[src/rtl/key_sweep_ctrl.sv]
// key_sweep_ctrl
//   Brute-force key sweeper for the c432 golden/locked netlist pair.
//   For every key 0..2^KEY_W-1 the same NPAT-long LFSR pattern sequence is
//   driven on pat_out, the netlist outputs are compared after SETTLE cycles,
//   and the number of mismatching patterns per key is counted. Keys with a
//   zero mismatch count are reported as correct.
//
//   Optional build macro: KEY_SWEEP_EARLY_STOP_EN
//     defined   : the sweep ends at the first key with zero mismatches.
//     undefined : every key is always swept (default).
module key_sweep_ctrl #(
  parameter int              IN_W      = 36,
  parameter int              OUT_W     = 7,
  parameter int              KEY_W     = 3,
  parameter int              NPAT      = 16,
  parameter int              SETTLE    = 1,
  parameter logic [IN_W-1:0] LFSR_SEED = 36'hAAAAAAAAA,
  parameter logic [IN_W-1:0] LFSR_TAPS = 36'h800000800
) (
  input  logic                        clk,
  input  logic                        rst,
  input  logic                        start,
  output logic [IN_W-1:0]             pat_out,
  output logic [KEY_W-1:0]            key_out,
  input  logic [OUT_W-1:0]            gold_in,
  input  logic [OUT_W-1:0]            lock_in,
  output logic                        busy,
  output logic                        done,
  output logic                        found,
  output logic [KEY_W-1:0]            found_key,
  output logic [KEY_W:0]              pass_count,
  output logic [$clog2(NPAT+1)-1:0]   mm_count
);

  localparam int CNT_W = $clog2(NPAT + 1);
  localparam int IDX_W = (NPAT > 1) ? $clog2(NPAT) : 1;
  localparam int SET_W = (SETTLE > 1) ? $clog2(SETTLE) : 1;

  typedef enum logic [1:0] {
    S_IDLE  = 2'd0,
    S_APPLY = 2'd1,
    S_CMP   = 2'd2,
    S_DONE  = 2'd3
  } state_t;

  // Even parity of a pattern-wide vector (LFSR feedback bit).
  function automatic logic parity_of(input logic [IN_W-1:0] vec);
    parity_of = ^vec;
  endfunction

  // Fibonacci LFSR step: shift left, feedback enters at bit 0.
  function automatic logic [IN_W-1:0] lfsr_step(input logic [IN_W-1:0] cur);
    lfsr_step = {cur[IN_W-2:0], parity_of(cur & LFSR_TAPS)};
  endfunction

  state_t             state_r, state_nxt_s;
  logic [IN_W-1:0]    pat_r, pat_nxt_s;
  logic [KEY_W-1:0]   key_r, key_nxt_s;
  logic [SET_W-1:0]   settle_r, settle_nxt_s;
  logic [IDX_W-1:0]   idx_r, idx_nxt_s;
  logic [CNT_W-1:0]   mm_cnt_r, mm_cnt_nxt_s;
  logic               busy_r, busy_nxt_s;
  logic               done_r, done_nxt_s;
  logic               found_r, found_nxt_s;
  logic [KEY_W-1:0]   found_key_r, found_key_nxt_s;
  logic [KEY_W:0]     pass_r, pass_nxt_s;
  logic [CNT_W-1:0]   mm_count_r, mm_count_nxt_s;

  logic               mismatch_s;
  logic [CNT_W-1:0]   cnt_inc_s;
  logic               key_pass_s;
  logic               last_key_s;
  logic               last_pat_s;
  logic               stop_s;

  // Next-state and next-value logic for the sweep FSM and its datapath.
  always_comb begin
    state_nxt_s     = state_r;
    pat_nxt_s       = pat_r;
    key_nxt_s       = key_r;
    settle_nxt_s    = settle_r;
    idx_nxt_s       = idx_r;
    mm_cnt_nxt_s    = mm_cnt_r;
    found_nxt_s     = found_r;
    found_key_nxt_s = found_key_r;
    pass_nxt_s      = pass_r;
    mm_count_nxt_s  = mm_count_r;

    mismatch_s = |(gold_in ^ lock_in);
    cnt_inc_s  = mm_cnt_r + CNT_W'(mismatch_s);
    key_pass_s = (cnt_inc_s == {CNT_W{1'b0}});
    last_key_s = (key_r == {KEY_W{1'b1}});
    last_pat_s = !(idx_r < IDX_W'(NPAT - 1));
`ifdef KEY_SWEEP_EARLY_STOP_EN
    // The first passing key ends the sweep; found_r is still clear then.
    stop_s = last_key_s || key_pass_s;
`else
    stop_s = last_key_s;
`endif

    case (state_r)
      S_IDLE: begin
        if (start) begin
          key_nxt_s       = {KEY_W{1'b0}};
          pat_nxt_s       = LFSR_SEED;
          settle_nxt_s    = SET_W'(SETTLE - 1);
          idx_nxt_s       = {IDX_W{1'b0}};
          mm_cnt_nxt_s    = {CNT_W{1'b0}};
          found_nxt_s     = 1'b0;
          found_key_nxt_s = {KEY_W{1'b0}};
          pass_nxt_s      = {(KEY_W+1){1'b0}};
          mm_count_nxt_s  = {CNT_W{1'b0}};
          state_nxt_s     = S_APPLY;
        end else begin
          state_nxt_s = S_IDLE;
        end
      end

      S_APPLY: begin
        if (settle_r == {SET_W{1'b0}}) begin
          state_nxt_s = S_CMP;
        end else begin
          settle_nxt_s = settle_r - SET_W'(1'b1);
        end
      end

      S_CMP: begin
        if (!last_pat_s) begin
          // More patterns for this key.
          mm_cnt_nxt_s = cnt_inc_s;
          pat_nxt_s    = lfsr_step(pat_r);
          idx_nxt_s    = idx_r + IDX_W'(1'b1);
          settle_nxt_s = SET_W'(SETTLE - 1);
          state_nxt_s  = S_APPLY;
        end else begin
          // End of key: publish the count and score the key.
          mm_count_nxt_s = cnt_inc_s;
          if (key_pass_s) begin
            pass_nxt_s = pass_r + (KEY_W+1)'(1'b1);
            if (!found_r) begin
              found_nxt_s     = 1'b1;
              found_key_nxt_s = key_r;
            end else begin
              found_nxt_s     = found_r;
            end
          end else begin
            pass_nxt_s = pass_r;
          end
          if (stop_s) begin
            state_nxt_s = S_DONE;
          end else begin
            key_nxt_s    = key_r + KEY_W'(1'b1);
            pat_nxt_s    = LFSR_SEED;
            idx_nxt_s    = {IDX_W{1'b0}};
            mm_cnt_nxt_s = {CNT_W{1'b0}};
            settle_nxt_s = SET_W'(SETTLE - 1);
            state_nxt_s  = S_APPLY;
          end
        end
      end

      S_DONE: begin
        // start is deliberately not sampled here.
        state_nxt_s = S_IDLE;
      end

      default: begin
        state_nxt_s = S_IDLE;
      end
    endcase

    busy_nxt_s = (state_nxt_s != S_IDLE);
    done_nxt_s = (state_nxt_s == S_DONE);
  end

  // State and datapath registers; every output is driven from here.
  always_ff @(posedge clk or posedge rst) begin
    if (rst) begin
      state_r     <= S_IDLE;
      pat_r       <= {IN_W{1'b0}};
      key_r       <= {KEY_W{1'b0}};
      settle_r    <= {SET_W{1'b0}};
      idx_r       <= {IDX_W{1'b0}};
      mm_cnt_r    <= {CNT_W{1'b0}};
      busy_r      <= 1'b0;
      done_r      <= 1'b0;
      found_r     <= 1'b0;
      found_key_r <= {KEY_W{1'b0}};
      pass_r      <= {(KEY_W+1){1'b0}};
      mm_count_r  <= {CNT_W{1'b0}};
    end else begin
      state_r     <= state_nxt_s;
      pat_r       <= pat_nxt_s;
      key_r       <= key_nxt_s;
      settle_r    <= settle_nxt_s;
      idx_r       <= idx_nxt_s;
      mm_cnt_r    <= mm_cnt_nxt_s;
      busy_r      <= busy_nxt_s;
      done_r      <= done_nxt_s;
      found_r     <= found_nxt_s;
      found_key_r <= found_key_nxt_s;
      pass_r      <= pass_nxt_s;
      mm_count_r  <= mm_count_nxt_s;
    end
  end

  assign pat_out    = pat_r;
  assign key_out    = key_r;
  assign busy       = busy_r;
  assign done       = done_r;
  assign found      = found_r;
  assign found_key  = found_key_r;
  assign pass_count = pass_r;
  assign mm_count   = mm_count_r;

endmodule

[config.mk]
export PLATFORM = sky130hd
export DESIGN_NAME = key_sweep_ctrl
export DESIGN_NICKNAME = d
export VERILOG_FILES = /design/src/rtl/key_sweep_ctrl.sv
export SDC_FILE = /design/constraint.sdc
export NUM_CORES = 1
export LEC_CHECK = 0
export BUFFER_PORTS_ARGS = -buffer_cell sky130_fd_sc_hd__buf_4
export CAP_MARGIN = 5
export CORE_UTILIZATION = 50
export DETAILED_ROUTE_END_ITERATION = 10
export PLACE_DENSITY = 0.76
export SLEW_MARGIN = 10
export SYNTH_ARGS = -nofsm -noshare
export SYNTH_HDL_FRONTEND = slang
export SYNTH_SLANG_ARGS = --single-unit
[constraint.sdc]
create_clock -name clk -period 2.8 [get_ports clk]
set_input_delay 0.42 -clock clk [delete_from_list [all_inputs] [get_ports clk]]
set_output_delay 0.42 -clock clk [all_outputs]
set_load 0.05 [all_outputs]
==> flow_summary_export.csv, run 1 <==
group,metric,value,unit
clock_network,cts_tree,"built",
clock_network,holdBufCountCts,0,
global_route,antenna_found_initial,0,
finish,fin_cells,370,
clock_network,cts_max_level,3,
placement,gp_congestion,0.742,
worst_setup_path,cp-end-kind,"flop",
run_status,outcome,"complete, no violations",
drt,wl,5.59,mm
worst_setup_path,reg2reg_slack,0.72,ns
timing,tightest_slew,0.672,ns
power,combPwrFrac,50.8,%
worst_setup_path,crit_arrival,2.69,ns
timing,hold_viol_final,0,
synthesis,syn_area,2690,um^2
finish,fillers,414,
power,ir_drop,0.938,mV
timing,skew,0.00314,ns
synthesis,synth_nets,239,
flow_run,drv_cap,0,
power,seq_power_share,32.5,%
timing,max_freq,405,MHz
floorplanning,die_w,75.3,um
synthesis,ys_types,34,
timing,tns,0,ns
drt,vias,1999,
clock_network,cts_setup_buffers,0,
clock_network,numCtsBuffers,9,
power,internal_power,2.52,mW
placement,portBuffers,70,
clock_network,root_buffer,"clkbuf_8",
placement,dp_hpwl,3.77,mm
finish,layout_common_cells,"buf_4, dfrtp_1, nand2_1, a22o_1, o22a_1",
synthesis,avgSynthCellArea,12.4,um^2
synthesis,ys_ff_latch,65,
finish,layout.nets,319,
power,power_density,1330,nW/um^2
drt,drc,0,
global_route,grt_util_all_layers,22.2,%
min_path,hp-class,"in2async",
floorplanning,start_util,52.3,%
drt,via_per_inst,5.40,
global_route,grt_pass1_vias,1975,
worst_setup_path,critPathLaunchType,"input port",
finish,layout-drive-gt1-share,33.7,%
floorplanning,die_h,75.3,um
timing,setup_viol,0,
synthesis,async_reset_ff_share,100,%
floorplanning,dieArea,5670,um^2
drt,wl_per_cell,15.1,um
timing,final.period_utilization,88.1,%
global_route,grt_max_degree,35,
synthesis,yosysWarningCount,0,
power,swShare,46.2,%
synthesis,syn_inst,216,
global_route,grt.met1_usage,28.6,%
power,leakagePower,1.72,nW
worst_setup_path,r2r_start,"mm_cnt_r[0]",
global_route,grt_use_met3,5.69,%
power,switching_power,2.16,mW
placement,placed_cells,355,
drt,antenna_left,0,
power,power_frac_clock,16.7,%
global_route,busiest_layer,"met2",
placement,placed_area,3340,um^2
finish,fin_area,3530,um^2
finish,final_common_cell,"buf_4",
finish,antenna_cells,0,
power,power,4.69,mW
timing,drv_slew,0,
floorplanning,ios,71,
floorplanning,rows,26,
worst_setup_path,r2r_end,"pass_count[0]",
timing,min_period,2.47,ns
worst_setup_path,path_class,"in2reg",
clock_network,ctsResizeCount,0,
synthesis,synth-main-ff-cell,"dfrtp_1",
clock_network,clk_pin_slew,0.06,ns
drt,drtPass1Iterations,4,
global_route,grtUsageMet2,34.4,%
timing,slew_headroom,55.1,%
synthesis,synth_edf_count,0,
worst_setup_path,path_max_fanout,5,
clock_network,clockBufferDepth,2,
clock_network,insertion_delay,0.33,ns
global_route,grt.overflow.total,0,
global_route,grt_pass1_wl,9.14,mm
worst_setup_path,cp.required,3.02,ns
timing,rsz0062_at_grt,"false",
drt,initialDrtViolationCount,64,
floorplanning,core_area,5140,um^2
worst_setup_path,reg2reg_depth,7,
finish,syn2layout_area_growth,31.5,%
clock_network,cts.sinks,65,
synthesis,ys_seq_area_share,60.5,%
-- worst max-delay path by stage --
stage | to | cells past startpoint | startpoint | slack [ns]
after CTS | pass_count[0] | 11 | lock_in[0] | 0.34
after global routing | pass_count[0] | 11 | lock_in[0] | 0.21
after detailed placement | pass_count[0] | 11 | lock_in[0] | 0.01
final | pass_count[0] | 11 | lock_in[0] | 0.33
after global placement | pass_count[0] | 11 | lock_in[0] | 0.06
after floorplan | found_key[0] | 10 | lock_in[0] | 0.24
-- sequential cells by signal, indices dropped and copies added, names as in the netlist, 2 cells and up --
register,count
pat_out,36
mm_cnt_r,5
mm_count,5
idx_r,4
pass_count,4
found_key,3
key_out,3
state_r,2
-- power groups by stage --
stage | registers, mW | logic [mW] | clock network (mW)
global route | 1.57 | 2.53 | 0.843
global placement | 1.53 | 2.35 | 0
CTS | 1.53 | 2.39 | 0.803
finish | 1.52 | 2.38 | 0.783
floorplan | 2.40 | 0.795 | 0
detailed placement | 1.54 | 2.39 | 0
-- layer usage --
layer  vias to the layer above  wire [um]
li1                        949          -
met1                       982       2580
met2                        58       2570
met3                        10        320
met4                         0        127
met5                         -          0
-- worst max-delay path, stage by stage --
cell and delay [ns]:
buf_4 0.11, xor2_1 0.15, nor4_1 0.30, nand4_1 0.13, ha_1 0.21, ha_1 0.23
xor2_1 0.18, or3_4 0.37, nor3_2 0.15, o22ai_2 0.14, mux2_2 0.30
-- cells in the mapped netlist (2+ instances only) --
library cell	number	area share, %
nor2_1	4	0.56
o22ai_2	2	0.93
inv_1	4	0.56
ha_1	6	2.8
dfrtp_1	65	61
nand2b_1	2	0.47
nand3_1	5	0.93
a22o_1	22	7.2
xnor2_1	8	2.6
nand2_1	25	3.5
xor2_1	8	2.6
a21o_1	2	0.56
a32o_1	3	1.1
o21ai_0	16	3.0
clkbuf_1	5	0.70
buf_2	3	0.56
nand4_1	2	0.47
o22a_1	18	5.9
-- layout make-up --
type                            count  area (um^2)  share of cell area, %
Tap cell                           70         87.6                   2.48
Clock buffer                       12          155                   4.39
Clock inverter                      3         40.0                   1.13
Inverter                            4         15.0                  0.425
Sequential cell                    65         1630                   46.1
Timing Repair Buffer               78          598                   16.9
Multi-Input combinational cell    138         1010                   28.6
-- through the flow --
stage | util, % | hold WS (ns) | setup slack, ns
final | 68.7 | 0.191 | 0.333
after floorplan | - | 0.468 | 0.245
after CTS | 68.7 | 0.204 | 0.339
after detailed placement | 64.9 | 0.483 | 0.0115
after global routing | 68.7 | 0.255 | 0.214
after global placement | 64.9 | 0.478 | 0.0623
-- cells by family (layout without fill, tap and decap cells) --
logic type | count (synthesis) | in the layout | share of synthesized area, %
xor+xnor | 16 | 16 | 5.22
simple gates | 48 | 48 | 9.41
buf+inv | 13 | 97 | 2.10
flops | 65 | 65 | 60.5
mux | 1 | 1 | 0.419
fa+ha+maj | 6 | 6 | 2.79
compound gates | 67 | 67 | 19.5
Power figures use the tool's default switching activity.
==> inputs of run 2 (changes only) <==
==> constraint.sdc (replaced) <==
create_clock -name clk -period 2.9 [get_ports clk]
set_input_delay 0.435 -clock clk [delete_from_list [all_inputs] [get_ports clk]]
set_output_delay 0.435 -clock clk [all_outputs]
set_load 0.05 [all_outputs]
==> run 2 against run 1 <==
  * Combinational power fell by 4%
  * Critical path depth did not move
  * Flip-flop and latch count did not move
  * Cell area rose by 0.99%
  * Clock-buffer cell count fell by 2
  * Wire length rose by 4.0%
  * Critical endpoint unchanged
==> flow_summary_export.csv, run 2 (same netlist as run 1, synthesis figures left out) <==
group,metric,value,unit
run_status,outcome,"complete, no violations",
clock_network,cts.sinks,65,
floorplanning,core_area,5140,um^2
global_route,grt_pass1_vias,2021,
drt,wl,5.82,mm
finish,final_common_cell,"buf_4",
finish,multi_input_area,1010,um^2
timing,hold_viol_final,0,
power,power_frac_clock,20.2,%
drt,route.met3.wl,342,um
clock_network,root_buffer,"clkbuf_8",
finish,layout_common_cells,"buf_4, dfrtp_1, nand2_1, a22o_1, o22a_1",
timing,drv_slew,0,
finish,layout-drive-gt1-share,33.6,%
clock_network,clk_pin_slew,0.08,ns
finish,fin_area,3570,um^2
worst_setup_path,cpPeakStageDelay,0.37,ns
drt,wl_met2,2.75,mm
drt,vias,2005,
timing,setup_viol,0,
timing,holdWs,0.205,ns
power,power_density,1320,nW/um^2
finish,fillers,413,
worst_setup_path,critPathLaunchType,"input port",
clock_network,numCtsBuffers,9,
timing,slew_headroom,44.1,%
timing,max_freq,400,MHz
floorplanning,die_h,75.3,um
flow_run,drv_cap,0,
timing,tightest_slew,0.836,ns
worst_setup_path,path_cells,"buf_4, xor2_1, nor4_1, nand4_1, ha_1, ha_1, xor2_1, or3_4, nor3_2, o22ai_2, mux2_2",
worst_setup_path,slowest_stage,"or3_4",
timing,final.period_utilization,86.2,%
global_route,grt_max_degree,35,
power,switching_power,2.15,mW
min_path,hp-class,"in2async",
power,seq_power_share,31.4,%
timing,tns,0,ns
drt,top_layer,"met4",
placement,placed_area,3310,um^2
floorplanning,start_util,52.3,%
drt,drc,0,
worst_setup_path,crit_arrival,2.72,ns
clock_network,cts_max_level,3,
drt,via_per_inst,5.45,
clock_network,cts_setup_buffers,0,
worst_setup_path,cp.required,3.12,ns
finish,largest_register_ffs,36,
timing,skew,0.0103,ns
timing,min_period,2.50,ns
placement,dp_hpwl,3.83,mm
floorplanning,rows,26,
floorplanning,ios,71,
worst_setup_path,path_class,"in2reg",
global_route,grt_util_all_layers,22.7,%
placement,portBuffers,70,
drt,drtPass1Iterations,4,
finish,layout.nets,316,
drt,initialDrtViolationCount,50,
floorplanning,die_w,75.3,um
finish,syn2layout_area_growth,32.8,%
placement,placed_cells,352,
clock_network,ctsResizeCount,0,
timing,rsz0062_at_grt,"false",
power,swShare,45.5,%
clock_network,clockBufferDepth,2,
drt,antenna_left,0,
worst_setup_path,cp-end-kind,"flop",
drt,wl_per_cell,15.8,um
clock_network,insertion_delay,0.34,ns
worst_setup_path,path_max_fanout,5,
worst_setup_path,cp_top_family,"simple AND/OR/NAND/NOR gates",
power,combPwrFrac,48.4,%
global_route,grt.overflow.total,0,
placement,gp_congestion,0.751,
finish,fin_cells,368,
finish,antenna_cells,0,
finish,layout.area.seq,1630,um^2
worst_setup_path,cp.buffers_inverters,1,
global_route,antenna_found_initial,0,
power,ir_drop,0.919,mV
power,internal_power,2.58,mW
floorplanning,dieArea,5670,um^2
clock_network,cts_tree,"built",
drt,wl_met1,2.62,mm
clock_network,holdBufCountCts,0,
global_route,grt_pass1_wl,9.39,mm
power,leakagePower,1.73,nW
run 2: worst reg2reg max path: cells and delay by family, from the launching register on:
kind	cells	cell delay, ns
mux	1	0.30
fa+ha+maj	2	0.46
flops	1	0.39
xor+xnor	1	0.18
simple gates	2	0.52
compound gates	1	0.15
run 2: area by class of cell:
class	instances	share of cell area [%]
Tap cell	70	2.46
Multi-Input combinational cell	138	28.3
Clock buffer	10	3.86
Sequential cell	65	45.6
Timing Repair Buffer	75	16.1
Clock inverter	6	3.23
Inverter	4	0.421
run 2: stage by stage:
step	worst slack, ns	utilization (%)	power, mW
finish	0.399	69.4	4.72
global placement	0.146	64.5	3.72
floorplan	0.330	-	3.08
detailed placement	0.0642	64.5	3.78
global route	0.265	69.4	4.95
CTS	0.410	69.4	4.75
run 2: layer usage:
layer	vias to the layer above	GRT usage [%]
li1	943	-
met1	983	29.1
met2	68	36.4
met3	11	6.22
met4	0	9.88
met5	-	0
run 2: path summary, 6_finish.rpt:
kind / depth (start not counted) / slack, ns / to / start
worst max-delay path: 11 / 0.40 / pass_count[0] / lock_in[0]
worst min-delay path: 2 / 0.20 / idx_r[2] / rst
worst min register to register: 1 / 0.49 / found_key[2] / found_key[2]
worst max register to register: 7 / 0.79 / pass_count[0] / mm_cnt_r[0]
min in group clk: 3 / 0.41 / busy / start
max in group asynchronous: 3 / 2.08 / pat_out[3] / rst
run 2: power groups by stage:
stage | Clock, mW | Combinational [mW] | Sequential [mW]
after global placement | 0 | 2.25 | 1.47
final | 0.956 | 2.29 | 1.48
after global routing | 1.00 | 2.42 | 1.52
after detailed placement | 0 | 2.29 | 1.49
after floorplan | 0 | 0.767 | 2.31
after CTS | 0.968 | 2.30 | 1.48
==> inputs of run 3 (changes only) <==
--- a/config.mk
+++ b/config.mk
@@ -10,6 +10,7 @@
 export CORE_UTILIZATION = 50
 export DETAILED_ROUTE_END_ITERATION = 10
 export PLACE_DENSITY = 0.76
+export RECOVER_POWER = 100
 export SLEW_MARGIN = 10
 export SYNTH_ARGS = -nofsm -noshare
 export SYNTH_HDL_FRONTEND = slang
==> run 3 against run 2 <==
  * First-iteration DRC count increased by 8.0%
  * Critical endpoint unchanged
  * Global-route usage unchanged
  * Core utilization decreased by 4.7 points
  * Fmax decreased by 5.0%
  * Die area unchanged
  * Final cell count unchanged
  * Combinational power decreased by 11%
  * Clock power about the same
  * Clock skew decreased by 0.00057 ns
  * Hold slack improved by 0.19 ns
  * Critical path depth unchanged
==> flow_summary_export.csv, run 3 (same netlist as run 1, synthesis figures left out) <==
group,metric,value,unit
run_status,outcome,"complete, no violations",
timing,holdWs,0.390,ns
clock_network,holdBufCountCts,0,
finish,layout.nets,316,
clock_network,cts_setup_buffers,0,
floorplanning,die_h,75.3,um
power,power_density,1340,nW/um^2
timing,final.period_utilization,90.8,%
drt,initialDrtViolationCount,54,
global_route,grt_pass1_wl,9.39,mm
global_route,grt_util_all_layers,22.7,%
clock_network,clockBufferDepth,2,
clock_network,root_buffer,"clkbuf_8",
timing,slew_headroom,20.5,%
floorplanning,rows,26,
finish,fin_cells,368,
flow_run,drv_cap,0,
finish,layout_common_cells,"dfrtp_1, clkbuf_1, nand2_1, a22o_1, o22a_1",
clock_network,insertion_delay,0.34,ns
drt,vias,1986,
floorplanning,dieArea,5670,um^2
floorplanning,ios,71,
global_route,grt_pass1_vias,2021,
worst_setup_path,path_max_fanout,5,
floorplanning,die_w,75.3,um
timing,min_period,2.63,ns
worst_setup_path,cp.required,3.12,ns
clock_network,numCtsBuffers,9,
global_route,grt_max_degree,35,
clock_network,cts_max_level,3,
global_route,antenna_found_initial,0,
global_route,grt.overflow.total,0,
min_path,hp-class,"in2reg",
drt,antenna_left,0,
placement,placed_cells,352,
worst_setup_path,crit_arrival,2.86,ns
min_path,worstHoldPathCells,3,
finish,antenna_cells,0,
finish,final_common_cell,"dfrtp_1",
clock_network,cts_tree,"built",
timing,skew,0.00976,ns
placement,portBuffers,70,
drt,via_per_inst,5.40,
clock_network,ctsResizeCount,0,
placement,pre_cts_ws,0.0642,ns
drt,drtPass1Iterations,4,
worst_setup_path,critPathLaunchType,"input port",
finish,syn2layout_area_growth,23.7,%
timing,tns,0,ns
placement,dp_hpwl,3.83,mm
worst_setup_path,reg2reg_depth,5,
finish,layout-drive-gt1-share,13.4,%
timing,max_freq,380,MHz
clock_network,clk_pin_slew,0.07,ns
finish,largest_register_ffs,36,
floorplanning,start_util,52.3,%
clock_network,cts.sinks,65,
timing,layout_setup_ws,0.267,ns
placement,gp_congestion,0.751,
finish,utilization,64.7,%
drt,drc,0,
timing,drv_slew,0,
drt,wl,5.82,mm
power,ir_drop,0.885,mV
drt,wl_per_cell,15.8,um
worst_setup_path,cp-end-kind,"flop",
timing,hold_viol_final,0,
power,leakagePower,1.50,nW
worst_setup_path,path_class,"in2reg",
timing,tightest_slew,1.19,ns
floorplanning,core_area,5140,um^2
timing,setup_viol,0,
timing,rsz0062_at_grt,"false",
run 3: where the power goes:
| part | internal [mW] | switching (mW) | total (mW) |
|---|---|---|---|
| Combinational | 0.523 | 1.51 | 2.03 |
| Sequential | 1.22 | 0.257 | 1.47 |
| Clock | 0.597 | 0.360 | 0.957 |
run 3: area by class of cell:
type	count	area [um^2]
timing repair buffer	75	354
tap	70	87.6
multi-input combinational	138	987
sequential	65	1630
clock buffer	10	138
inverter	4	15.0
clock inverter	6	115
fill	472	1820
run 3: through the flow:
stage	power [mW]	area (um^2)
floorplan	3.08	2690
global placement	3.72	3310
detailed placement	3.78	3310
CTS	4.75	3570
global route	4.68	3320
finish	4.46	3320
run 3: metal layers:
layer,global-route usage [%],vias to the layer above,wire length [um]
met3,6.22,11,302
met1,29.1,974,2660
met4,9.88,0,111
met2,36.4,59,2750
met5,0,-,0
li1,-,942,-
run 3: path summary, 6_finish.rpt:
kind,startpoint,endpoint,slack (ns)
hold / removal,start,busy,0.39
hold reg to reg,found_key[2],found_key[2],0.49
setup reg to reg,idx_r[0],idx_r[0],0.58
setup / recovery,lock_in[0],pass_count[0],0.27
max in group asynchronous,rst,pat_out[3],1.07
min in group asynchronous,rst,pat_out[6],0.41
run 3: worst max-delay path, cell delays in order:
cell and delay [ns]:
clkbuf_4 0.11, xor2_1 0.15, nor4_1 0.29, nand4_1 0.13, ha_1 0.21, ha_1 0.23
xor2_1 0.18, or3_1 0.39, nor3_1 0.24, o22ai_2 0.17, mux2_2 0.29
